File: config.mk
export PLATFORM = sky130hd
export DESIGN_NAME = inst_disp_scheduler
export DESIGN_NICKNAME = d
export VERILOG_FILES = /design/src/rtl/inst_disp_scheduler.sv
export SDC_FILE = /design/constraint.sdc
export NUM_CORES = 1
export LEC_CHECK = 0
export CAP_MARGIN = 20
export CELL_PAD_IN_SITES_DETAIL_PLACEMENT = 2
export CELL_PAD_IN_SITES_GLOBAL_PLACEMENT = 2
export CORE_ASPECT_RATIO = 0.5
export CORE_MARGIN = 2
export CORE_UTILIZATION = 33
export DETAILED_ROUTE_END_ITERATION = 12
export HOLD_SLACK_MARGIN = 0.05
export PLACE_DENSITY_LB_ADDON = 0.1
export SYNTH_ARGS = -nofsm -noshare
export SYNTH_HDL_FRONTEND = slang
export SYNTH_SLANG_ARGS = --single-unit
File: constraint.sdc
create_clock -name clk -period 7.1 [get_ports clk]
set_input_delay 1.775 -clock clk [delete_from_list [all_inputs] [get_ports clk]]
set_output_delay 1.775 -clock clk [all_outputs]
set_load 0.03 [all_outputs]
File: src/rtl/inst_disp_scheduler.sv
// Purpose : time-shares one combinational disassembler across NUM_SLOTS pipeline taps and streams the text into the display buffer.
// Latency : trigger -> first wr_en after 3 cycles (SNAP, ISSUE, LOAD); a full frame takes NUM_SLOTS*(2+CHARS)+2 cycles.
// Backpr. : wr_en/wr_addr/wr_data hold while wr_ready is low; triggers arriving while busy merge into one pending frame.
//
// Ports:
//   clk, rst          clock and synchronous active-high reset
//   slot_code         packed slot codes, slot k at [32k+31:32k]; snapshotted at frame start
//   refresh           manual refresh pulse (auto tick every REFRESH_CYC cycles, 0 disables it)
//   dec_code/dec_inst shared disassembler request and its combinational CHARS*8 ASCII result
//   wr_en/wr_ready    char write handshake toward the text buffer; wr_addr = slot*CHARS + char_idx
//   wr_data           current char, char 0 is the most significant byte of the decoded string
//   busy, frame_done  busy outside IDLE; frame_done pulses for one cycle at the end of each frame
//
// Option: define DISP_SKIP_UNCHANGED_EN to skip slots whose code matches the one last fully written.
module inst_disp_scheduler #(
  parameter int NUM_SLOTS   = 5,
  parameter int CHARS       = 19,
  parameter int ADDR_W      = 7,   // NUM_SLOTS*CHARS must fit in 2**ADDR_W
  parameter int REFRESH_CYC = 1024
) (
  input  logic                    clk,
  input  logic                    rst,
  input  logic [NUM_SLOTS*32-1:0] slot_code,
  input  logic                    refresh,
  output logic [31:0]             dec_code,
  input  logic [CHARS*8-1:0]      dec_inst,
  output logic                    wr_en,
  input  logic                    wr_ready,
  output logic [ADDR_W-1:0]       wr_addr,
  output logic [7:0]              wr_data,
  output logic                    busy,
  output logic                    frame_done
);

  localparam int SW = (NUM_SLOTS > 1) ? $clog2(NUM_SLOTS) : 1;
  localparam int CW = (CHARS > 1) ? $clog2(CHARS) : 1;

  typedef enum logic [2:0] {
    S_IDLE,
    S_SNAP,
    S_ISSUE,
    S_LOAD,
    S_WRITE,
    S_DONE
  } state_t;

  state_t               state;
  state_t               state_nxt;
  logic                 pending;
  logic [SW-1:0]        slot;
  logic [CW-1:0]        char_idx;
  logic [CHARS*8-1:0]   str;
  logic [31:0]          shadow [NUM_SLOTS];
  logic [7:0]           cur_char;
  logic                 tick;
  logic                 trig;
  logic                 accept;
  logic                 last_char;
  logic                 last_slot;
  logic                 skip_hit;

  // Free-running refresh tick; keeps counting in every state.
  generate
    if (REFRESH_CYC > 0) begin : g_tick
      localparam int TW = (REFRESH_CYC > 1) ? $clog2(REFRESH_CYC) : 1;
      logic [TW-1:0] tick_cnt;
      assign tick = (tick_cnt == TW'(REFRESH_CYC - 1));
      always_ff @(posedge clk) begin
        if (rst)       tick_cnt <= '0;
        else if (tick) tick_cnt <= '0;
        else           tick_cnt <= tick_cnt + 1'b1;
      end
    end else begin : g_no_tick
      assign tick = 1'b0;
    end
  endgenerate

  assign trig      = refresh | tick;
  assign accept    = wr_en & wr_ready;
  assign last_char = (char_idx == CW'(CHARS - 1));
  assign last_slot = (slot == SW'(NUM_SLOTS - 1));

`ifdef DISP_SKIP_UNCHANGED_EN
  // Code last fully written per slot; valid only once the slot's final char was accepted.
  logic [31:0]          last_code [NUM_SLOTS];
  logic [NUM_SLOTS-1:0] last_vld;

  assign skip_hit = last_vld[slot] && (last_code[slot] == shadow[slot]);

  always_ff @(posedge clk) begin
    if (rst) begin
      for (int k = 0; k < NUM_SLOTS; k++) last_code[k] <= '0;
      last_vld <= '0;
    end else if (accept && last_char) begin
      last_code[slot] <= shadow[slot];
      last_vld[slot]  <= 1'b1;
    end
  end
`else
  assign skip_hit = 1'b0;
`endif

  always_ff @(posedge clk) begin
    if (rst) state <= S_IDLE;
    else     state <= state_nxt;
  end

  always_comb begin
    state_nxt = state;
    case (state)
      S_IDLE:  if (trig || pending) state_nxt = S_SNAP;
      S_SNAP:  state_nxt = S_ISSUE;
      S_ISSUE: begin
        if (skip_hit) state_nxt = last_slot ? S_DONE : S_ISSUE;
        else          state_nxt = S_LOAD;
      end
      S_LOAD:  state_nxt = S_WRITE;
      S_WRITE: if (accept && last_char) state_nxt = last_slot ? S_DONE : S_ISSUE;
      S_DONE:  state_nxt = S_IDLE;
      default: state_nxt = S_IDLE;
    endcase
  end

  always_ff @(posedge clk) begin
    if (rst) begin
      pending  <= 1'b0;
      slot     <= '0;
      char_idx <= '0;
      str      <= '0;
      for (int k = 0; k < NUM_SLOTS; k++) shadow[k] <= '0;
    end else begin
      // IDLE always consumes the pending request (it starts a frame if set);
      // any other state, DONE included, records a trigger for later.
      if (state == S_IDLE) pending <= 1'b0;
      else if (trig)       pending <= 1'b1;

      case (state)
        S_SNAP: begin
          for (int k = 0; k < NUM_SLOTS; k++) shadow[k] <= slot_code[32*k +: 32];
        end
        S_ISSUE: begin
          if (skip_hit) slot <= last_slot ? '0 : slot + 1'b1;
        end
        S_LOAD: begin
          str      <= dec_inst;
          char_idx <= '0;
        end
        S_WRITE: begin
          if (accept) begin
            if (last_char) begin
              char_idx <= '0;
              slot     <= last_slot ? '0 : slot + 1'b1;
            end else begin
              char_idx <= char_idx + 1'b1;
            end
          end
        end
        S_DONE:  slot <= '0;
        default: ;
      endcase
    end
  end

  always_comb begin
    cur_char = 8'h00;
    for (int i = 0; i < CHARS; i++) begin
      if (char_idx == CW'(i)) cur_char = str[8*(CHARS-1-i) +: 8];
    end
  end

  // slot is stable from ISSUE through WRITE, so the decoder input needs no extra register.
  assign dec_code   = (state == S_ISSUE || state == S_LOAD || state == S_WRITE) ? shadow[slot] : 32'h0;
  assign wr_en      = (state == S_WRITE);
  assign wr_addr    = wr_en ? (ADDR_W'(slot) * ADDR_W'(CHARS) + ADDR_W'(char_idx)) : '0;
  assign wr_data    = wr_en ? cur_char : 8'h00;
  assign busy       = (state != S_IDLE);
  assign frame_done = (state == S_DONE);

endmodule
# Word-level counts from Yosys, hierarchy flattened
# Memories as Yosys holds them, arrays and structs flattened. A register that Yosys moved wholly into a read port is not among the register bits.
# Index checks and enable logic that the tools add are counted.
[totals]
inputBits = 316
register_bits = 174
mem_bits_rw = 160
memories = 1
[mem_list]
columns = ["name", "words", "width", "read_ports", "rd_ports_with_merged_regs", "wr", "line_no", "source"]
rows = [
  ["shadow", 5, 32, 1, 1, 5, "53", "logic [31:0] shadow [NUM_SLOTS];"],
]
[op_classes]
eq_ne = 29
reduce_logical = 14
mux = 45
bitwise_logic = 7
multipliers = 1
add_sub_neg = 4
[op_table]
columns = ["cell", "count"]
rows = [
  ["$mux W32", 6],
  ["$mux W8", 20],
  ["$eq A5 B4 Y1 const B", 8],
  ["$mux W3", 8],
  ["$eq A5 B3 Y1 const B", 4],
  ["$eq A5 B5 Y1 const B", 3],
  ["$pmux W3 S5", 1],
  ["$add A10 B1 Y10 const B", 1],
  ["$eq A10 B10 Y1 const B", 1],
  ["$eq A5 B2 Y1 const B", 2],
  ["$mux W5", 2],
  ["$pmux W5 S2", 1],
  ["$eq A3 B3 Y1 const B", 3],
  ["$add A7 B5 Y7", 1],
  ["$mul A3 B5 Y7 const B", 1],
  ["$mux W7", 1],
  ["$eq A3 B2 Y1 const B", 2],
  ["$ne A2 B1 Y1 const B", 3],
  ["$or A1 B1 Y1", 6],
  ["$pmux W3 S2", 1],
  ["$add A5 B1 Y5 const B", 1],
  ["$eq A5 B1 Y1 const B", 1],
  ["$logic_not A5 Y1", 1],
  ["$mux W1", 5],
  ["12 further kinds", 17],
]

# Longest topological paths before layout
[depth]
word_depth = 21
ltp_mapped = 13
mapped_depth_nobuf = 11

# Least setup slack after synthesis
# Ideal clock, no wire load.
[synth_timing]
path_type = "reg-to-output"
startpoint = "register char_idx[1]"
endpoint = "output wr_data[5]"
required_ns = 5.325
path_stages_with_launch = 12
arrival_time_ns = 2.852
path_slack_ns = 2.473
path_buffers = 4
path_cell_list = "dfxtp_1 > ha_1 > clkbuf_1 > clkbuf_1 > and3_1 > ha_1 > clkbuf_1 > buf_1 > nand3_1 > a21oi_1 > a21oi_1 > a31oi_1"
[synth_between]
elab_chain_len = 21
elab_cells_between_ends = 39
classes_between = "eq/ne (18); mux (20); reduce/logical (1)"
[synth_rtl]
columns = ["item", "line_no", "source"]
rows = [
  ["start, declared", "51", "logic [CW-1:0] char_idx;"],
  ["start signal, assigned", "154", "char_idx <= char_idx + 1'b1;"],
  ["$logic_not A5 Y1", "167", "if (char_idx == CW'(i)) cur_char = str[8*(CHARS-1-i) +: 8];"],
  ["$mux W8 (18 in a row)", "167", ""],
  ["$mux W8 (*)", "167", ""],
  ["$mux W8 (*)", "175", "assign wr_data = wr_en ? cur_char : 8'h00;"],
  ["end, declared", "30", "output logic [7:0] wr_data,"],
]
# Every way passes the cells marked *; elsewhere a longest branch is shown, timed or not.

# Worst setup path in the final report
[layout_timing]
startpoint = "register char_idx[1]"
endpoint = "output wr_data[6]"
# Same word-level chain as after synthesis.

==> impl_metrics.py <==
metrics = {
    "outcome": {
        "status": "finished, final reports clean",
    },
    "worst_setup_path": {
        "critical-path-max-stage-delay_ps": 730,
        "cp_top_family": "compound AO/OA/AOI/OAI gates",
        "path_max_fanout": 36,
        "cp.required_ps": 5330,
        "cp_slowest_cell": "clkdlybuf4s50_1",
        "criticalPathCategory": "reg2out",
        "r2r-end": "shadow[4][1]",
        "crit_chain": "inv_1 > ha_2 > buf_4 > a21oi_1 > a2bb2oi_1 > o21ai_0 > a211oi_1 > o21ai_0 > a21oi_1 > clkdlybuf4s50_1",
        "r2r_start": "state[0]",
        "end_kind": "output port",
        "r2r_slack_ps": 4200,
        "cp_num_buf_inv": 3,
        "rr_worst_depth": 3,
        "critPathArrivalTime_ps": 4170,
        "worstSetupStartpointType": "flop",
    },
    "clock_tree": {
        "cts_resized": 0,
        "cts_hold_buf": 0,
        "htreeDepth": 2,
        "clock_latency_ps": 540,
        "cts_setup_buffers": 0,
        "numCtsBuffers": 34,
        "clockBufferDepth": 3,
        "cts_tree": "built",
        "clkTransAtPathRegs_ps": 60,
        "root_buffer": "clkbuf_16",
        "clock_sinks": 337,
    },
    "yosys": {
        "yosys-top-cells-area": "edfxtp_1 (30%), dfxtp_1 (22%), nand2_1 (8.3%)",
        "synth_top_family_by_area": "simple AND/OR/NAND/NOR gates",
        "ys_types": 76,
        "synthXorXnorAreaFrac": 0.00888,
        "synth.mux.area_fraction": 0.0679,
        "yosysMostFrequentCell": "nand2_1",
        "synth_top_area_share": 0.304,
        "synth_compound_area_frac": 0.124,
        "yosys.area_share.simple": 0.213,
        "synth_edf_count": 160,
        "synth_common_cells": "nand2_1 (350), a21oi_1 (212), dfxtp_1 (177)",
        "yosys.area.top_type": "edfxtp_1",
        "yosysSeqAreaShare": 0.529,
        "synth_nets": 1965,
        "synthCells": 1628,
        "synthArstFlopShare": 0,
        "yosys_warnings": 0,
        "ys_seq_elements": 337,
        "syn_avg_cell_area_um2": 9.69,
        "synth_area_um2": 15800,
        "synthFlopType": "dfxtp_1",
        "synthAdderAreaFrac": 0.0176,
    },
    "pwr": {
        "powerDensity_nw_per_um2": 242,
        "ir_drop_v": 0.000141,
        "p_leak_nw": 7.13,
    },
    "place": {
        "pre_cts_slack_ps": 1670,
        "dp_cells": 2524,
        "dp_hpwl_um": 40500,
        "gp_congestion": 0.886,
        "port_buffers": 365,
    },
    "routing": {
        "vias": 13236,
        "dr_wl_met3_um": 2400,
        "detail_route.wl_per_cell_um": 21.6,
        "top_layer": "met5",
        "drtAntennaViolNets": 0,
        "wirelength_um": 55900,
        "firstDrtPassIters": 6,
        "viasPerCell": 5.11,
        "met1Wirelength_um": 23400,
        "dr_wl_met2_um": 29100,
        "route.detailed.drc": 0,
        "drt_iter0_drc": 779,
    },
    "timing": {
        "slew_headroom": 0.322,
        "finClkSkew_ps": 17.9,
        "setup_viol": 0,
        "layout_min_cycle_time_ps": 5940,
        "tns_ps": 0,
        "setup_slack_ps": 1160,
        "whs_ps": 460,
        "fmax_ghz": 0.168,
        "fin_crit_sh": 0.837,
        "worst_pin_slew_ps": 1020,
        "hold_viol": 0,
        "report.final.slew_viol_count": 0,
        "rsz0062_at_grt": "false",
    },
    "die": {
        "core_area_um2": 47000,
        "fp.dieH_um": 159,
        "initial_core_util": 0.336,
        "dieArea_um2": 49700,
        "row_count": 56,
        "io_pins": 366,
        "die_w_um": 313,
    },
    "finish": {
        "area_growth_pct": 32.6,
        "fin_nets": 2260,
        "fin_cells": 2590,
        "fin_util": 0.445,
        "drive_above_1_share": 0.0647,
    },
    "hold_path": {
        "hp-start": "str[44]",
        "hp-class": "reg2reg",
        "hold_end": "str[44]",
        "hold_depth": 2,
    },
    "global_routing": {
        "grt.total_usage": 0.219,
        "grt_pass1_vias": 14589,
        "grt_first_pass_wirelength_um": 84400,
        "grt_overflow_total": 0,
        "grt_max_degree": 161,
        "antenna_found_initial": 6,
    },
    "flow_run": {
        "cap_viol_max_count": 0,
    },
}
per-layer routing:
metal	up-vias	track usage
met1	6696	0.265
met5	-	0
li1	6227	-
met2	248	0.405
met4	2	0.0542
met3	63	0.0419
cells in the final DEF (no fill, tap or decap), drive strengths merged, types with 5 or more instances in the layout:
cell type	instances
nand3	13
a31oi	7
o22ai	7
clkdlybuf4s50	364
diode	6
a21oi	214
nand2b	16
edfxtp	160
nand2	351
nor3b	5
a2111oi	6
and2	164
nand3b	10
a211oi	9
o221ai	5
dfxtp	177
o211ai	5
ha	19
nor2b	14
buf	16
or3	7
nor3	10
xor2	8
xnor2	8
clkinv	11
mux2i	35
o21ai	32
mux4	32
nor2	90
clkbuf	44
inv	30
registers in the layout, summed over array words and instances, names as in the netlist, named ones only:
name and cells:
state 3, str 152, slot 3, shadow 160, pending 1, char_idx 5, g_tick.tick_cnt 10
cell families (layout without fill, tap and decap cells):
group | count (synthesis) | count (layout)
flops | 337 | 337
mux | 67 | 67
xor+xnor | 16 | 16
other cells | 0 | 6
fa+ha+maj | 21 | 21
buf+inv | 149 | 467
simple gates | 703 | 703
compound gates | 335 | 335
tightest hold or removal path, delay by kind of cell, from the launching register on:
family	cells	cell delay, ps
compound gates	1	50
flops	1	310
simple gates	1	50
report_power, final:
part / internal, W / total, W / switching (W)
sequential: 0.00231 / 0.00242 / 0.000118
combinational: 0.000412 / 0.000903 / 0.000491
clock: 0.000932 / 0.00173 / 0.000802
area by class of cell:
cell class,count,area [µm²]
Clock inverter,15,101
Multi-Input combinational cell,1142,6840
Inverter,28,105
Antenna cell,6,15.0
Timing Repair Buffer,380,3780
Fill cell,4916,26100
Tap cell,638,798
Sequential cell,337,8350
Clock buffer,44,928
how the worst max path moves through the flow:
stage                           start          to  slack [ps]  cells after the start
after floorplan           char_idx[1]  wr_data[5]        2470                     11
after global placement    char_idx[1]  wr_data[4]        1850                     10
after detailed placement  char_idx[1]  wr_data[4]        1670                     10
after CTS                 char_idx[1]  wr_data[4]        1080                     10
after global routing      char_idx[1]  wr_data[4]         950                     10
final                     char_idx[1]  wr_data[6]        1160                     10
stage by stage:
step / area (µm²) / total power (W)
finish: 20900 / 0.00506
global route: 20900 / 0.00530
CTS: 20900 / 0.00513
detailed placement: 19900 / 0.00338
global placement: 19900 / 0.00332
floorplan: 15800 / 0.00293
Power figures use the tool's default switching activity.
